<file path="config.mk">
export PLATFORM = sky130hd
export DESIGN_NAME = corner_apb_mem_init_flat
export DESIGN_NICKNAME = d
export VERILOG_FILES = /design/src/rtl/corner_apb_mem_init_if.sv /design/src/rtl/corner_apb_mem_init.sv /design/src/flat_wrapper.sv
export SDC_FILE = /design/constraint.sdc
export NUM_CORES = 1
export LEC_CHECK = 0
export CORE_UTILIZATION = 42
export CTS_CLUSTER_DIAMETER = 60
export DETAILED_ROUTE_END_ITERATION = 8
export MAX_ROUTING_LAYER = met4
export PLACE_DENSITY = 0.95
export SYNTH_ARGS = -nofsm -noshare
export SYNTH_HDL_FRONTEND = slang
export SYNTH_SLANG_ARGS = --single-unit
</file>
<file path="constraint.sdc">
create_clock -name main_clk_i -period 4.5 [get_ports main_clk_i]
set_input_delay 0.9 -clock main_clk_i [delete_from_list [all_inputs] [get_ports main_clk_i]]
set_output_delay 0.9 -clock main_clk_i [all_outputs]
set_load 0.02 [all_outputs]
</file>
<file path="src/rtl/corner_apb_mem_init_if.sv">
// APB3 completer signals plus the regf mem port, bundled for the bridge and its environment.
// slave is the bridge view; master is the fabric/regf view.
interface corner_apb_mem_init_if #(
   parameter int ADDR_W = 13,
   parameter int DATA_W = 32
);
   logic              apb_psel_i;
   logic              apb_penable_i;
   logic              apb_pwrite_i;
   logic [ADDR_W+1:0] apb_paddr_i;
   logic [DATA_W-1:0] apb_pwdata_i;
   logic              apb_pready_o;
   logic [DATA_W-1:0] apb_prdata_o;
   logic              apb_pslverr_o;
   logic              mem_ena_o;
   logic [ADDR_W-1:0] mem_addr_o;
   logic              mem_wena_o;
   logic [DATA_W-1:0] mem_wdata_o;
   logic [DATA_W-1:0] mem_rdata_i;
   logic              mem_err_i;

   modport slave (
      input  apb_psel_i, apb_penable_i, apb_pwrite_i, apb_paddr_i, apb_pwdata_i,
      input  mem_rdata_i, mem_err_i,
      output apb_pready_o, apb_prdata_o, apb_pslverr_o,
      output mem_ena_o, mem_addr_o, mem_wena_o, mem_wdata_o
   );

   modport master (
      output apb_psel_i, apb_penable_i, apb_pwrite_i, apb_paddr_i, apb_pwdata_i,
      output mem_rdata_i, mem_err_i,
      input  apb_pready_o, apb_prdata_o, apb_pslverr_o,
      input  mem_ena_o, mem_addr_o, mem_wena_o, mem_wdata_o
   );
endinterface

</file>
<file path="src/rtl/corner_apb_mem_init.sv">
// APB3 completer driving a single-beat regf mem bus; CORNER_APB_MEM_INIT_RANGE_CHECK_EN rejects words >= ADDR_LIMIT.
// Setup->pready is RESP_LAT+2 cycles (rejects: 1); one transfer in flight, APB stalled until pready, mem side never stalls.
module corner_apb_mem_init #(
   parameter int ADDR_W     = 13,
   parameter int DATA_W     = 32,
   parameter int RESP_LAT   = 1,
   parameter int ADDR_LIMIT = 2**ADDR_W
) (
   input  logic                  main_clk_i,
   input  logic                  main_rst_an_i,
   corner_apb_mem_init_if.slave  bus
);
   typedef enum logic [1:0] {IDLE, ISSUE, WAIT, RESP} state_t;

   localparam logic [1:0] CNT_INIT = 2'(RESP_LAT - 1);

   if (RESP_LAT < 1 || RESP_LAT > 4 || ADDR_LIMIT < 1 || ADDR_LIMIT > 2**ADDR_W) begin : g_param_err
      $error("corner_apb_mem_init: RESP_LAT or ADDR_LIMIT out of range");
   end

   state_t              state_q, state_d;
   logic                cap_write_q, cap_write_d;
   logic [1:0]          cnt_q, cnt_d;
   logic                mem_ena_q, mem_ena_d;
   logic                mem_wena_q, mem_wena_d;
   logic [ADDR_W-1:0]   mem_addr_q, mem_addr_d;
   logic [DATA_W-1:0]   mem_wdata_q, mem_wdata_d;
   logic                pready_q, pready_d;
   logic [DATA_W-1:0]   prdata_q, prdata_d;
   logic                pslverr_q, pslverr_d;

   logic                setup;
   logic                misaligned;
   logic                reject;
   logic [ADDR_W-1:0]   word_idx;

   assign setup      = bus.apb_psel_i && !bus.apb_penable_i;
   assign word_idx   = bus.apb_paddr_i[ADDR_W+1:2];
   assign misaligned = |bus.apb_paddr_i[1:0];

`ifdef CORNER_APB_MEM_INIT_RANGE_CHECK_EN
   localparam logic [ADDR_W:0] LIMIT = (ADDR_W+1)'(ADDR_LIMIT);
   assign reject = misaligned || ({1'b0, word_idx} >= LIMIT);
`else
   assign reject = misaligned;
`endif

   always_comb begin
      state_d     = state_q;
      cap_write_d = cap_write_q;
      cnt_d       = cnt_q;
      mem_ena_d   = 1'b0;
      mem_wena_d  = 1'b0;
      mem_addr_d  = mem_addr_q;
      mem_wdata_d = mem_wdata_q;
      pready_d    = 1'b0;
      prdata_d    = '0;
      pslverr_d   = 1'b0;
      case (state_q)
         IDLE: begin
            if (setup) begin
               cap_write_d = bus.apb_pwrite_i;
               if (reject) begin
                  // Rejected transfers answer straight away without touching the regf.
                  state_d   = RESP;
                  pready_d  = 1'b1;
                  pslverr_d = 1'b1;
               end else begin
                  state_d     = ISSUE;
                  mem_ena_d   = 1'b1;
                  mem_wena_d  = bus.apb_pwrite_i;
                  mem_addr_d  = word_idx;
                  mem_wdata_d = bus.apb_pwdata_i;
               end
            end
         end
         ISSUE: begin
            cnt_d   = CNT_INIT;
            state_d = WAIT;
         end
         WAIT: begin
            if (cnt_q != 2'd0) begin
               cnt_d = cnt_q - 2'd1;
            end else begin
               state_d   = RESP;
               pready_d  = 1'b1;
               pslverr_d = bus.mem_err_i;
               prdata_d  = (cap_write_q || bus.mem_err_i) ? '0 : bus.mem_rdata_i;
            end
         end
         RESP:    state_d = IDLE;
         default: state_d = IDLE;
      endcase
   end

   always_ff @(posedge main_clk_i) begin
      if (!main_rst_an_i) begin
         state_q     <= IDLE;
         cap_write_q <= 1'b0;
         cnt_q       <= 2'd0;
         mem_ena_q   <= 1'b0;
         mem_wena_q  <= 1'b0;
         mem_addr_q  <= '0;
         mem_wdata_q <= '0;
         pready_q    <= 1'b0;
         prdata_q    <= '0;
         pslverr_q   <= 1'b0;
      end else begin
         state_q     <= state_d;
         cap_write_q <= cap_write_d;
         cnt_q       <= cnt_d;
         mem_ena_q   <= mem_ena_d;
         mem_wena_q  <= mem_wena_d;
         mem_addr_q  <= mem_addr_d;
         mem_wdata_q <= mem_wdata_d;
         pready_q    <= pready_d;
         prdata_q    <= prdata_d;
         pslverr_q   <= pslverr_d;
      end
   end

   assign bus.mem_ena_o     = mem_ena_q;
   assign bus.mem_wena_o    = mem_wena_q;
   assign bus.mem_addr_o    = mem_addr_q;
   assign bus.mem_wdata_o   = mem_wdata_q;
   assign bus.apb_pready_o  = pready_q;
   assign bus.apb_prdata_o  = prdata_q;
   assign bus.apb_pslverr_o = pslverr_q;
endmodule

</file>
<file path="src/flat_wrapper.sv">
// flat-port wrapper written by rule: the top's interface ports become plain ports
module corner_apb_mem_init_flat 
#(
   parameter int ADDR_W     = 13,
   parameter int DATA_W     = 32,
   parameter int RESP_LAT   = 1,
   parameter int ADDR_LIMIT = 2**ADDR_W
)
  (main_clk_i, main_rst_an_i, bus_apb_psel_i, bus_apb_penable_i, bus_apb_pwrite_i, bus_apb_paddr_i, bus_apb_pwdata_i, bus_mem_rdata_i, bus_mem_err_i, bus_apb_pready_o, bus_apb_prdata_o, bus_apb_pslverr_o, bus_mem_ena_o, bus_mem_addr_o, bus_mem_wena_o, bus_mem_wdata_o);
  corner_apb_mem_init_if #(.ADDR_W(ADDR_W), .DATA_W(DATA_W)) bus_i ();
  input  logic main_clk_i;
  input  logic main_rst_an_i;
  input wire logic [$bits(bus_i.apb_psel_i)-1:0] bus_apb_psel_i;
  input wire logic [$bits(bus_i.apb_penable_i)-1:0] bus_apb_penable_i;
  input wire logic [$bits(bus_i.apb_pwrite_i)-1:0] bus_apb_pwrite_i;
  input wire logic [$bits(bus_i.apb_paddr_i)-1:0] bus_apb_paddr_i;
  input wire logic [$bits(bus_i.apb_pwdata_i)-1:0] bus_apb_pwdata_i;
  input wire logic [$bits(bus_i.mem_rdata_i)-1:0] bus_mem_rdata_i;
  input wire logic [$bits(bus_i.mem_err_i)-1:0] bus_mem_err_i;
  output wire logic [$bits(bus_i.apb_pready_o)-1:0] bus_apb_pready_o;
  output wire logic [$bits(bus_i.apb_prdata_o)-1:0] bus_apb_prdata_o;
  output wire logic [$bits(bus_i.apb_pslverr_o)-1:0] bus_apb_pslverr_o;
  output wire logic [$bits(bus_i.mem_ena_o)-1:0] bus_mem_ena_o;
  output wire logic [$bits(bus_i.mem_addr_o)-1:0] bus_mem_addr_o;
  output wire logic [$bits(bus_i.mem_wena_o)-1:0] bus_mem_wena_o;
  output wire logic [$bits(bus_i.mem_wdata_o)-1:0] bus_mem_wdata_o;
  assign bus_i.apb_psel_i = bus_apb_psel_i;
  assign bus_i.apb_penable_i = bus_apb_penable_i;
  assign bus_i.apb_pwrite_i = bus_apb_pwrite_i;
  assign bus_i.apb_paddr_i = bus_apb_paddr_i;
  assign bus_i.apb_pwdata_i = bus_apb_pwdata_i;
  assign bus_i.mem_rdata_i = bus_mem_rdata_i;
  assign bus_i.mem_err_i = bus_mem_err_i;
  assign bus_apb_pready_o = bus_i.apb_pready_o;
  assign bus_apb_prdata_o = bus_i.apb_prdata_o;
  assign bus_apb_pslverr_o = bus_i.apb_pslverr_o;
  assign bus_mem_ena_o = bus_i.mem_ena_o;
  assign bus_mem_addr_o = bus_i.mem_addr_o;
  assign bus_mem_wena_o = bus_i.mem_wena_o;
  assign bus_mem_wdata_o = bus_i.mem_wdata_o;
  corner_apb_mem_init #(.ADDR_W(ADDR_W), .DATA_W(DATA_W), .RESP_LAT(RESP_LAT), .ADDR_LIMIT(ADDR_LIMIT)) u_core (.main_clk_i(main_clk_i), .main_rst_an_i(main_rst_an_i), .bus(bus_i));
endmodule
</file>
==> reports/metrics.cfg <==
[worst_setup_path]
crit_end = u_core.bus.apb_prdata_o[16]
worstSetupPathType = in -> reg
start_kind = input port
worstPathArrival_ps = 2580
startpoint = bus_mem_err_i
cpPeakStageDelay_ps = 950
crit_cells = 3
crit_buf_inv = 1
rr_endpoint = u_core.bus.apb_prdata_o[16]
crit_chain = clkdlybuf4s50_1, nor4b_4, and2_1
cp_max_fo = 32
rr_startpoint = u_core.state_q[0]
cp_top_family = simple AND/OR/NAND/NOR gates
r2r_setup_slack_ps = 2530
crit_slowest_cell = nor4b_4
rr_worst_depth = 5
cp-end-kind = flop
crit_required_ps = 4780

[drt]
avgRoutedWirePerCell_um = 13.2
first_iter_violations = 71
via_per_inst = 4.56
route.vias.total = 2639
ant_nets = 0
firstDrtPassIters = 4
drc = 0
drt-total-wl_um = 7660

[clock_tree]
cts.sinks = 86
post-cts-setup-buffers = 0
numCtsBuffers = 9
clkTransAtPathRegs_ps = 100
cts.htree.levels = 3
cts_tree = built
root_buffer = clkbuf_8
hold_buffers = 0
clock_path_buffers = 2
clock_latency_ps = 340
cts_resized = 0

[yosys]
synth_xor_area_share_pct = 0
synth-edff-count = 0
syn_inst = 315
synth_area_um2 = 3170
syn_nets = 406
post-synth-top-count-cell = nand2_1
synth_fa_ha_area_share_pct = 2.36
ys_top_cells_by_count = 95 x nand2_1, 86 x dfxtp_1, 47 x mux2i_1
seq_area_frac_synth_pct = 54.2
synth_cell_types = 25
ys.flop_type = dfxtp_1
synth_top_area_cell = dfxtp_1
synthMuxAreaShare_pct = 14.8
synth_top_family_by_area = simple AND/OR/NAND/NOR gates
async_flop_share_pct = 0
synth.area.top_cells = dfxtp_1 54%, mux2i_1 15%, nand2_1 11%
synth_warnings = 0
yosys.area.top_type_share_pct = 54.2
synthSimpleGateAreaFrac_pct = 21.2
synth.avg_cell_area_um2 = 10.1
synth_seq_cells = 86
synth_compound_area_share_pct = 2.25

[floorplan]
die-area_um2 = 7910
core_um2 = 7290
fp.dieH_um = 88.9
boundaryPins = 166
start_util_pct = 43.5
rows = 31
die_w_um = 88.9

[placed_design]
place_area_um2 = 4830
port_buffers = 165
gp_congestion = 0.709
hpwl_um = 5740
dp.cells = 563

[grt]
antenna_found_initial = 0
grt_max_degree = 101
first_global_vias = 2640
grt_first_pass_wirelength_um = 11800
overflow = 0
track_usage_pct = 20.0

[timing]
worst_pin_slew_ps = 1080
finalMaxSlewViolations = 0
max_freq_mhz = 434
slew_headroom_pct = 27.4
setup_viol = 0
timing.setup.tns_ps = 0
grt_setup_unrepaired = false
layout_min_cycle_time_ps = 2300
finClkSkew_ps = 13.2
timing_hold_violations_final = 0
layout_worst_path_cycle_share_pct = 51.2

[pwr]
p_per_area_nw_per_um2 = 335
irDropWorstVdd_v = 0.000177
leakagePower_nw = 1.88

[final_layout]
fin_util_pct = 68.8
nFillCells = 547
drive_gt1_share_pct = 4.79
fin_cells = 579
antenna_cells = 0
area_growth_pct = 58.1
fin_area_um2 = 5020
layout.nets = 566

[min_path]
hold_path_class = reg -> reg

[job]
maxCapViolations = 0

[status]
outcome = complete, no violations

logic make-up (layout without fill, tap and decap cells):
kind of cell,count (synthesis),in the layout
simple gates,140,140
flops,86,86
mux,47,47
buf+inv,25,190
compound gates,11,11
fa+ha+maj,6,6
layer usage:
metal / part of all wire (%) / GRT usage, % / vias up
met5: 0 / - / -
met4: 1.4 / 6.78 / 0
met3: 9.5 / 6.56 / 14
met2: 50 / 35.5 / 118
met1: 39 / 20.8 / 1180
li1: - / - / 1327
layout by cell type (no fill, tap or decap):
cell type and instances:
a21oi_1 1, clkinv_4 1, nand2_1 95, nand3_1 2, inv_6 2, nand3b_4 1, buf_4 3, clkbuf_8 10
inv_1 6, mux2i_1 47, clkdlybuf4s50_1 164, a2bb2oi_1 1, nor2_1 2, nor3_4 1, dfxtp_1 86, buf_2 1
o21ai_0 4, nand3b_1 2, inv_8 1, nor2b_1 1, nor4b_4 1, and2_1 34, and3_1 1, a21boi_0 4
a21o_1 1, clkinvlp_4 2, ha_1 6
worst reg2reg max path: stages, from the launching register on:
cell and delay [ps]:
dfxtp_1 330, inv_1 120, ha_1 190, nand2_1 110
nor4b_4 900, and2_1 250
state kept, by name, summed over array words and instances, names as in the netlist:
register,flops
u_core.bus.apb_prdata_o,32
u_core.cap_write_q,1
u_core.bus.apb_pslverr_o,1
u_core.bus.mem_ena_o,1
u_core.state_q,2
u_core.bus.mem_wdata_o,32
u_core.bus.apb_pready_o,1
u_core.bus.mem_addr_o,13
u_core.cnt_q,2
u_core.bus.mem_wena_o,1
area by class of cell:
type / count / area (um^2) / area share [%]
clock buffer: 10 / 138 / 2.74
clock inverter: 6 / 52.6 / 1.05
inverter: 6 / 22.5 / 0.449
multi-input combinational: 204 / 1290 / 25.7
sequential: 86 / 1720 / 34.3
tap: 99 / 124 / 2.47
timing repair buffer: 168 / 1670 / 33.3
worst min-delay path by stage:
stage | startpoint | endpoint | depth (start not counted)
floorplan | u_core.state_q[0] | u_core.state_q[0] | 2
global placement | u_core.bus.mem_wdata_o[15] | u_core.bus.mem_wdata_o[15] | 2
detailed placement | u_core.bus.mem_wdata_o[24] | u_core.bus.mem_wdata_o[24] | 2
finish | u_core.bus.mem_wdata_o[1] | u_core.bus.mem_wdata_o[1] | 2
CTS | u_core.bus.mem_wdata_o[12] | u_core.bus.mem_wdata_o[12] | 2
global route | u_core.bus.mem_wdata_o[3] | u_core.bus.mem_wdata_o[3] | 2
where the power goes:
part           switching, mW  total, mW  internal [mW]  leakage, nW
Combinational          0.162      0.346          0.185         1.10
Sequential            0.0202      0.825          0.805        0.695
Clock                  0.284      0.508          0.224       0.0914
Total                  0.465       1.68           1.21         1.88
through the flow:
step / setup WS [ps] / power [mW] / hold slack, ps
after floorplan: 2760 / 1.03 / 452
after global placement: 1960 / 1.18 / 442
after detailed placement: 1790 / 1.19 / 449
after CTS: 2140 / 1.70 / 463
after global routing: 2040 / 1.77 / 475
final: 2200 / 1.68 / 461
No activity file was read; power rests on OpenSTA's default activity.
